**src/rtl/bram_byte_write_adapter_if.sv**
```systemverilog
// Request, response and BRAM-port bundle for bram_byte_write_adapter.
// The adapter is the slave; the requester/BRAM side sees the master view.
interface bram_byte_write_adapter_if #(
    parameter int DATA_WIDTH = 32,
    parameter int ADDR_WIDTH = 8
);
    localparam int NUM_BYTES = DATA_WIDTH / 8;

    logic                  req_valid;
    logic                  req_ready;
    logic                  req_write;
    logic [ADDR_WIDTH-1:0] req_address;
    logic [NUM_BYTES-1:0]  req_byte_en;
    logic [DATA_WIDTH-1:0] req_write_data;

    logic                  rsp_valid;
    logic [DATA_WIDTH-1:0] rsp_data;

    logic                  bram_readEnable;
    logic                  bram_writeEnable;
    logic [ADDR_WIDTH-1:0] bram_address;
    logic [DATA_WIDTH-1:0] bram_writeData;
    logic [DATA_WIDTH-1:0] bram_readData;

    logic                  rmw_busy;

    modport master (
        output req_valid, req_write, req_address, req_byte_en, req_write_data,
        input  req_ready,
        input  rsp_valid, rsp_data,
        input  bram_readEnable, bram_writeEnable, bram_address, bram_writeData,
        output bram_readData,
        input  rmw_busy
    );

    modport slave (
        input  req_valid, req_write, req_address, req_byte_en, req_write_data,
        output req_ready,
        output rsp_valid, rsp_data,
        output bram_readEnable, bram_writeEnable, bram_address, bram_writeData,
        input  bram_readData,
        output rmw_busy
    );
endinterface

```
**src/rtl/bram_byte_write_adapter.sv**
```systemverilog
// Byte-masked load/store front end for one port of dual_port_BRAM.
// Loads and full-word stores pass straight through; partial stores read the
// old word, then merge and write it back in a second (MERGE) cycle.
module bram_byte_write_adapter #(
    parameter int DATA_WIDTH = 32,
    parameter int ADDR_WIDTH = 8
) (
    input logic                      clock,
    input logic                      reset,
    bram_byte_write_adapter_if.slave bus
);
    localparam int NUM_BYTES = DATA_WIDTH / 8;

    typedef enum logic [1:0] {
        IDLE,
        RD_RESP,
        MERGE
    } state_t;

    state_t state;
    state_t next_state;

    logic                  ready;
    logic                  accept;
    logic                  is_full;
    logic                  is_empty;
    logic                  is_partial;
    logic                  rsp_fire;
    logic [ADDR_WIDTH-1:0] lat_address;
    logic [NUM_BYTES-1:0]  lat_mask;
    logic [DATA_WIDTH-1:0] lat_data;
    logic [DATA_WIDTH-1:0] merged_data;
    logic [DATA_WIDTH-1:0] rsp_hold;

    // Ready depends only on state and reset, never on BRAM read data.
    assign ready      = reset && (state != MERGE);
    assign accept     = bus.req_valid && ready;
    assign is_full    = &bus.req_byte_en;
    assign is_empty   = ~|bus.req_byte_en;
    assign is_partial = bus.req_write && !is_full && !is_empty;
    assign rsp_fire   = reset && (state == RD_RESP);

    // State register; reset drops back to IDLE, aborting any pending merge.
    always_ff @(posedge clock) begin
        if (!reset) begin
            state <= IDLE;
        end else begin
            state <= next_state;
        end
    end

    // RD_RESP behaves like IDLE for new requests; MERGE always finishes in one cycle.
    always_comb begin
        next_state = IDLE;
        case (state)
            IDLE, RD_RESP: begin
                if (accept) begin
                    if (!bus.req_write) begin
                        next_state = RD_RESP;
                    end else if (is_partial) begin
                        next_state = MERGE;
                    end else begin
                        next_state = IDLE;
                    end
                end
            end
            default: next_state = IDLE;
        endcase
    end

    // Capture the partial store so the merge can happen once the old word is back.
    always_ff @(posedge clock) begin
        if (!reset) begin
            lat_address <= '0;
            lat_mask    <= '0;
            lat_data    <= '0;
        end else if (accept && is_partial) begin
            lat_address <= bus.req_address;
            lat_mask    <= bus.req_byte_en;
            lat_data    <= bus.req_write_data;
        end
    end

    // Hold the last returned word so rsp_data stays defined (0 after reset).
    always_ff @(posedge clock) begin
        if (!reset) begin
            rsp_hold <= '0;
        end else if (rsp_fire) begin
            rsp_hold <= bus.bram_readData;
        end
    end

    // Overlay the masked store bytes onto the word just read from the BRAM.
    always_comb begin
        merged_data = bus.bram_readData;
        for (int i = 0; i < NUM_BYTES; i++) begin
            if (lat_mask[i]) begin
                merged_data[8*i +: 8] = lat_data[8*i +: 8];
            end
        end
    end

    // Drive the BRAM port; read and write enables are mutually exclusive by construction.
    always_comb begin
        bus.req_ready        = ready;
        bus.rsp_valid        = rsp_fire;
        bus.rsp_data         = rsp_fire ? bus.bram_readData : rsp_hold;
        bus.rmw_busy         = 1'b0;
        bus.bram_readEnable  = 1'b0;
        bus.bram_writeEnable = 1'b0;
        bus.bram_address     = bus.req_address;
        bus.bram_writeData   = bus.req_write_data;
        if (state == MERGE) begin
            if (reset) begin
                bus.rmw_busy         = 1'b1;
                bus.bram_writeEnable = 1'b1;
                bus.bram_address     = lat_address;
                bus.bram_writeData   = merged_data;
            end
        end else if (accept) begin
            if (!bus.req_write || is_partial) begin
                bus.bram_readEnable = 1'b1;
            end else if (is_full) begin
                bus.bram_writeEnable = 1'b1;
            end
        end
    end
endmodule

```
**src/flat_wrapper.sv**
```systemverilog
// flat-port wrapper written by rule: the top's interface ports become plain ports
module bram_byte_write_adapter_flat 
#(
    parameter int DATA_WIDTH = 32,
    parameter int ADDR_WIDTH = 8
)
  (clock, reset, bus_req_valid, bus_req_write, bus_req_address, bus_req_byte_en, bus_req_write_data, bus_req_ready, bus_rsp_valid, bus_rsp_data, bus_bram_readEnable, bus_bram_writeEnable, bus_bram_address, bus_bram_writeData, bus_bram_readData, bus_rmw_busy);
  bram_byte_write_adapter_if #(.DATA_WIDTH(DATA_WIDTH), .ADDR_WIDTH(ADDR_WIDTH)) bus_i ();
  input logic clock;
  input logic reset;
  input wire logic [$bits(bus_i.req_valid)-1:0] bus_req_valid;
  input wire logic [$bits(bus_i.req_write)-1:0] bus_req_write;
  input wire logic [$bits(bus_i.req_address)-1:0] bus_req_address;
  input wire logic [$bits(bus_i.req_byte_en)-1:0] bus_req_byte_en;
  input wire logic [$bits(bus_i.req_write_data)-1:0] bus_req_write_data;
  output wire logic [$bits(bus_i.req_ready)-1:0] bus_req_ready;
  output wire logic [$bits(bus_i.rsp_valid)-1:0] bus_rsp_valid;
  output wire logic [$bits(bus_i.rsp_data)-1:0] bus_rsp_data;
  output wire logic [$bits(bus_i.bram_readEnable)-1:0] bus_bram_readEnable;
  output wire logic [$bits(bus_i.bram_writeEnable)-1:0] bus_bram_writeEnable;
  output wire logic [$bits(bus_i.bram_address)-1:0] bus_bram_address;
  output wire logic [$bits(bus_i.bram_writeData)-1:0] bus_bram_writeData;
  input wire logic [$bits(bus_i.bram_readData)-1:0] bus_bram_readData;
  output wire logic [$bits(bus_i.rmw_busy)-1:0] bus_rmw_busy;
  assign bus_i.req_valid = bus_req_valid;
  assign bus_i.req_write = bus_req_write;
  assign bus_i.req_address = bus_req_address;
  assign bus_i.req_byte_en = bus_req_byte_en;
  assign bus_i.req_write_data = bus_req_write_data;
  assign bus_req_ready = bus_i.req_ready;
  assign bus_rsp_valid = bus_i.rsp_valid;
  assign bus_rsp_data = bus_i.rsp_data;
  assign bus_bram_readEnable = bus_i.bram_readEnable;
  assign bus_bram_writeEnable = bus_i.bram_writeEnable;
  assign bus_bram_address = bus_i.bram_address;
  assign bus_bram_writeData = bus_i.bram_writeData;
  assign bus_i.bram_readData = bus_bram_readData;
  assign bus_rmw_busy = bus_i.rmw_busy;
  bram_byte_write_adapter #(.DATA_WIDTH(DATA_WIDTH), .ADDR_WIDTH(ADDR_WIDTH)) u_core (.clock(clock), .reset(reset), .bus(bus_i));
endmodule
```
**config.mk**
```make
export PLATFORM = sky130hd
export DESIGN_NAME = bram_byte_write_adapter_flat
export DESIGN_NICKNAME = d
export VERILOG_FILES = /design/src/rtl/bram_byte_write_adapter_if.sv /design/src/rtl/bram_byte_write_adapter.sv /design/src/flat_wrapper.sv
export SDC_FILE = /design/constraint.sdc
export NUM_CORES = 1
export LEC_CHECK = 0
export ABC_AREA = 0
export BUFFER_PORTS_ARGS = -buffer_cell sky130_fd_sc_hd__clkbuf_2
export CELL_PAD_IN_SITES_DETAIL_PLACEMENT = 0
export CELL_PAD_IN_SITES_GLOBAL_PLACEMENT = 2
export CORE_MARGIN = 2
export CORE_UTILIZATION = 30
export CTS_CLUSTER_DIAMETER = 120
export DETAILED_ROUTE_END_ITERATION = 10
export PLACE_DENSITY_LB_ADDON = 0.1
export SLEW_MARGIN = 30
export SYNTH_ARGS = -nofsm -noshare
export SYNTH_HDL_FRONTEND = slang
export SYNTH_SLANG_ARGS = --single-unit
```
**constraint.sdc**
```tcl
create_clock -name clock -period 2.33 [get_ports clock]
set_input_delay 0.466 -clock clock [delete_from_list [all_inputs] [get_ports clock]]
set_output_delay 0.466 -clock clock [all_outputs]
set_load 0.01 [all_outputs]
```
==> tab_implementation.tex <==
\begin{tabular}{lr}
\hline
Metric & Value \\
\hline
\multicolumn{2}{l}{\textbf{Floorplanning}} \\
\quad Row cnt & 41 \\
\quad Width of the die & 118 um \\
\quad DIE HEIGHT & 118 um \\
\quad Placeable core region & 12700 um\^{}2 \\
\quad Initial standard-cell utilization of the core & 30.7\% \\
\quad Die area & 13900 um\^{}2 \\
\quad Number of top-level design ports & 157 \\
\multicolumn{2}{l}{\textbf{Critical path}} \\
\quad Worst EP arrival & 1.72 ns \\
\quad Largest fanout of any net on the critical path & 57 \\
\quad Slowest Stage Delay on Critical Path & 0.38 ns \\
\quad Number of buffer and inverter instances along the worst setup path & 2 \\
\quad Critical path's top delay family & buffers and inverters \\
\quad Setup CP Type & reg2out \\
\quad Worst-path cell chain & nand3b\_1, buf\_12, mux2\_2, clkbuf\_2 \\
\quad Critical-path top delay cell & sky130\_fd\_sc\_hd\_\_dfxtp\_1 \\
\quad Critical path capture point type & output port \\
\quad Endpoint required time on the critical path & 1.86 ns \\
\quad Category of the worst setup path launch point & register \\
\multicolumn{2}{l}{\textbf{Power and ir drop}} \\
\quad VDD IR max & 0.438 mV \\
\quad Power density over the cells & 660 nW/um\^{}2 \\
\quad Static leakage & 2.82 nW \\
\multicolumn{2}{l}{\textbf{Global routing}} \\
\quad Global-route total usage across every layer & 14.6\% \\
\quad GRT overflow & 0 \\
\quad Vias in the first global route & 3175 \\
\quad First-pass GRT wire length & 16000 um \\
\quad Initial antenna violation count & 0 \\
\quad Largest net degree at the start of global routing & 76 \\
\multicolumn{2}{l}{\textbf{Cells and area}} \\
\quad Final net count & 650 \\
\quad Share of cells above drive strength 1 & 37.4\% \\
\quad Diodes inserted & 0 \\
\quad Fill cell total of the finished layout & 1362 \\
\quad Finished Layout Cells & 747 \\
\quad Area growth syn-to-layout & 30.7\% \\
\multicolumn{2}{l}{\textbf{Clock tree}} \\
\quad Clk Latency, worst-skew pair & 0.34 ns \\
\quad Count of hold-fix buffers inserted at cts & 0 \\
\quad TritonCTS clock tree & done \\
\quad Largest buffer count on any clock path & 2 \\
\quad Maximum level of the CTS H-tree & 3 \\
\quad Clk sinks & 78 \\
\quad Clock slew seen by the registers of the worst setup and hold paths & 0.06 ns \\
\quad Resized cells post-CTS & 0 \\
\quad Root buffer cell & sky130\_fd\_sc\_hd\_\_clkbuf\_16 \\
\quad Number of setup buffers added after CTS & 0 \\
\quad TritonCTS buffer count & 9 \\
\multicolumn{2}{l}{\textbf{Yosys}} \\
\quad Number of synthesis warnings & 0 \\
\quad Main combinational cell family by area after synthesis & multiplexers \\
\quad Adder and majority gate portion of the synthesized area & 0\% \\
\quad Post-synthesis instance area & 3890 um\^{}2 \\
\quad Cell count after synthesis & 425 \\
\quad Library cell with the largest summed area after synthesis & sky130\_fd\_sc\_hd\_\_dfxtp\_1 \\
\quad Area share of and/or/nand/nor cells after synthesis & 14.6\% \\
\quad Per-instance average area after synthesis & 9.16 um\^{}2 \\
\quad Xor and xnor fraction of the mapped netlist area & 0\% \\
\quad Share of the synthesized area in compound gates (AO/OA/AOI/OAI) & 4.72\% \\
\quad Post-synth cell types & 24 \\
\quad Area share of the leading cell type in the synthesized netlist & 40.1\% \\
\quad Top post-synthesis cells by area & sky130\_fd\_sc\_hd\_\_dfxtp\_1 40\%, sky130\_fd\_sc\_hd\_\_mux2i\_1 20\%, sky130\_fd\_sc\_hd\_\_mux2\_2 10\%, sky130\_fd\_sc\_hd\_\_nand2\_1 7.5\%, sky130\_fd\_sc\_hd\_\_and2\_1 5.3\% \\
\quad Number of synthesized register bits & 78 \\
\quad Number of nets produced by synthesis & 505 \\
\quad Proportion of synthesized area in mux cells & 31.1\% \\
\quad Post-synthesis sequential area ratio & 40.1\% \\
\multicolumn{2}{l}{\textbf{Timing}} \\
\quad Setup clock skew after layout & 0.00579 ns \\
\quad Final worst-path cycle share & 93.9\% \\
\quad Sum of negative setup slack & 0 ns \\
\quad Total count of hold-check failures in the final report & 0 \\
\quad Achievable Freq & 457 MHz \\
\quad Final min period & 2.19 ns \\
\quad Worst slew slack as a fraction of its limit & 51.2\% \\
\quad Setup violations, final & 0 \\
\quad Max-slew violation count & 0 \\
\quad Hold Slack & 0.340 ns \\
\quad Slew at the pin with the worst max-slew slack & 0.733 ns \\
\quad Setup repair after global routing missed its margin & false \\
\multicolumn{2}{l}{\textbf{Placed design}} \\
\quad Number of placed instances with taps included & 731 \\
\quad Port Buffers & 156 \\
\quad Final HPWL DP & 7130 um \\
\quad Routability Congestion & 0.706 \\
\multicolumn{2}{l}{\textbf{Routing}} \\
\quad Average wire per cell in the routed design & 13.4 um \\
\quad Avg Vias per Cell & 4.36 \\
\quad Routed wire length & 9990 um \\
\quad Routed vias & 3258 \\
\quad Number of iterations in the first detailed-routing pass & 4 \\
\quad Initial DRC Count & 138 \\
\quad DRC & 0 \\
\quad Antenna violation net count after detailed routing & 0 \\
\multicolumn{2}{l}{\textbf{Run}} \\
\quad Count of maximum capacitance violations & 0 \\
\multicolumn{2}{l}{\textbf{Outcome}} \\
\quad Run status & complete, no violations \\
\multicolumn{2}{l}{\textbf{Worst hold path}} \\
\quad Tightest Hold Check Type & in2reg \\
\hline
\end{tabular}
## worst paths after layout
check / startpoint / end / slack [ns] / cells past startpoint
worst max-delay path: u_core.state[0] / bus_bram_address[2] / 0.14 / 4
worst min register to register: u_core.lat_data[0] / u_core.lat_data[0] / 0.46 / 2
worst min-delay path: bus_req_write / u_core.state[0] / 0.34 / 2
worst max register to register: u_core.state[1] / u_core.rsp_hold[21] / 0.86 / 4
## stage by stage
| step | power (mW) | setup WS [ns] | cell area [um^2] | utilization [%] |
|---|---|---|---|---|
| finish | 3.36 | 0.142 | 5090 | 40.2 |
| global route | 3.52 | 0.00578 | 5090 | 40.2 |
| CTS | 3.42 | 0.0970 | 5090 | 40.2 |
| detailed placement | 1.89 | 0.224 | 4770 | 37.7 |
| global placement | 1.89 | 0.272 | 4770 | 37.7 |
| floorplan | 1.70 | 0.413 | 3890 | - |
## final cells by class
class                   instances  area [um^2]  area share (%)
clock buffers                  10          229            4.50
clock inverters                 6         86.3            1.70
inverters                      47          176            3.47
multi-input cells             271         1960            38.6
flip-flops and latches         78         1560            30.7
well taps                     172          215            4.23
repair buffers                163          858            16.9
## per-layer routing
metal | up-vias | global-route usage [%] | part of all wire, %
met4 | 0 | 4.82 | 1.6
met2 | 94 | 24.6 | 47
met1 | 1491 | 16.5 | 43
met3 | 10 | 6.54 | 7.6
met5 | - | 0 | 0
li1 | 1663 | - | -
## flip-flops by register name (all words and copies together), names as in the netlist
name,flops
u_core.lat_data,32
u_core.rsp_hold,32
u_core.lat_address,8
u_core.lat_mask,4
u_core.state,2
## where the power goes
| part | switching (mW) | internal, mW | total [mW] |
|---|---|---|---|
| combinational | 0.218 | 0.208 | 0.426 |
| clock | 0.568 | 0.936 | 1.50 |
| sequential | 0.0397 | 1.39 | 1.43 |
## kinds of logic (layout without fill, tap and decap cells)
| family | count (synthesis) | count (layout) |
|---|---|---|
| buf+inv | 76 | 226 |
| flops | 78 | 78 |
| compound gates | 35 | 35 |
| simple gates | 120 | 120 |
| mux | 116 | 116 |
## cells in the final DEF, fill, tap and decap left out
master / Yosys / layout
sky130_fd_sc_hd__nand4_1: 1 / 1
sky130_fd_sc_hd__inv_1: 47 / 47
sky130_fd_sc_hd__mux2_1: 4 / 4
sky130_fd_sc_hd__a21oi_1: 1 / 1
sky130_fd_sc_hd__buf_12: 4 / 2
sky130_fd_sc_hd__clkinvlp_4: 0 / 1
sky130_fd_sc_hd__nand4b_1: 1 / 1
sky130_fd_sc_hd__dfxtp_1: 78 / 78
sky130_fd_sc_hd__and2_1: 33 / 33
sky130_fd_sc_hd__nand3b_1: 2 / 2
sky130_fd_sc_hd__o41a_1: 1 / 1
sky130_fd_sc_hd__nand2b_1: 1 / 1
sky130_fd_sc_hd__nor2_1: 2 / 2
sky130_fd_sc_hd__clkbuf_1: 14 / 1
sky130_fd_sc_hd__mux2_2: 36 / 36
sky130_fd_sc_hd__buf_4: 1 / 5
sky130_fd_sc_hd__clkbuf_2: 0 / 156
sky130_fd_sc_hd__nand3b_4: 1 / 1
sky130_fd_sc_hd__clkinv_4: 0 / 1
sky130_fd_sc_hd__o21ai_0: 32 / 32
sky130_fd_sc_hd__bufinv_16: 0 / 2
sky130_fd_sc_hd__nand3_1: 1 / 1
sky130_fd_sc_hd__nand2_1: 78 / 78
sky130_fd_sc_hd__clkbuf_16: 0 / 9
sky130_fd_sc_hd__clkinv_2: 0 / 2
sky130_fd_sc_hd__o31ai_1: 1 / 1
sky130_fd_sc_hd__mux2i_1: 76 / 76
## cells in the mapped netlist
library cell / count
sky130_fd_sc_hd__dfxtp_1: 78
sky130_fd_sc_hd__nand2_1: 78
sky130_fd_sc_hd__mux2i_1: 76
sky130_fd_sc_hd__inv_1: 47
sky130_fd_sc_hd__mux2_2: 36
sky130_fd_sc_hd__and2_1: 33
sky130_fd_sc_hd__o21ai_0: 32
sky130_fd_sc_hd__clkbuf_1: 14
sky130_fd_sc_hd__buf_2: 6
sky130_fd_sc_hd__buf_12: 4
sky130_fd_sc_hd__mux2_1: 4
sky130_fd_sc_hd__buf_1: 3
sky130_fd_sc_hd__nand3b_1: 2
sky130_fd_sc_hd__nor2_1: 2
sky130_fd_sc_hd__a21oi_1: 1
sky130_fd_sc_hd__buf_4: 1
sky130_fd_sc_hd__buf_6: 1
sky130_fd_sc_hd__nand2b_1: 1
sky130_fd_sc_hd__nand3_1: 1
sky130_fd_sc_hd__nand3b_4: 1
sky130_fd_sc_hd__nand4_1: 1
sky130_fd_sc_hd__nand4b_1: 1
sky130_fd_sc_hd__o31ai_1: 1
sky130_fd_sc_hd__o41a_1: 1
Power figures use the tool's default switching activity.
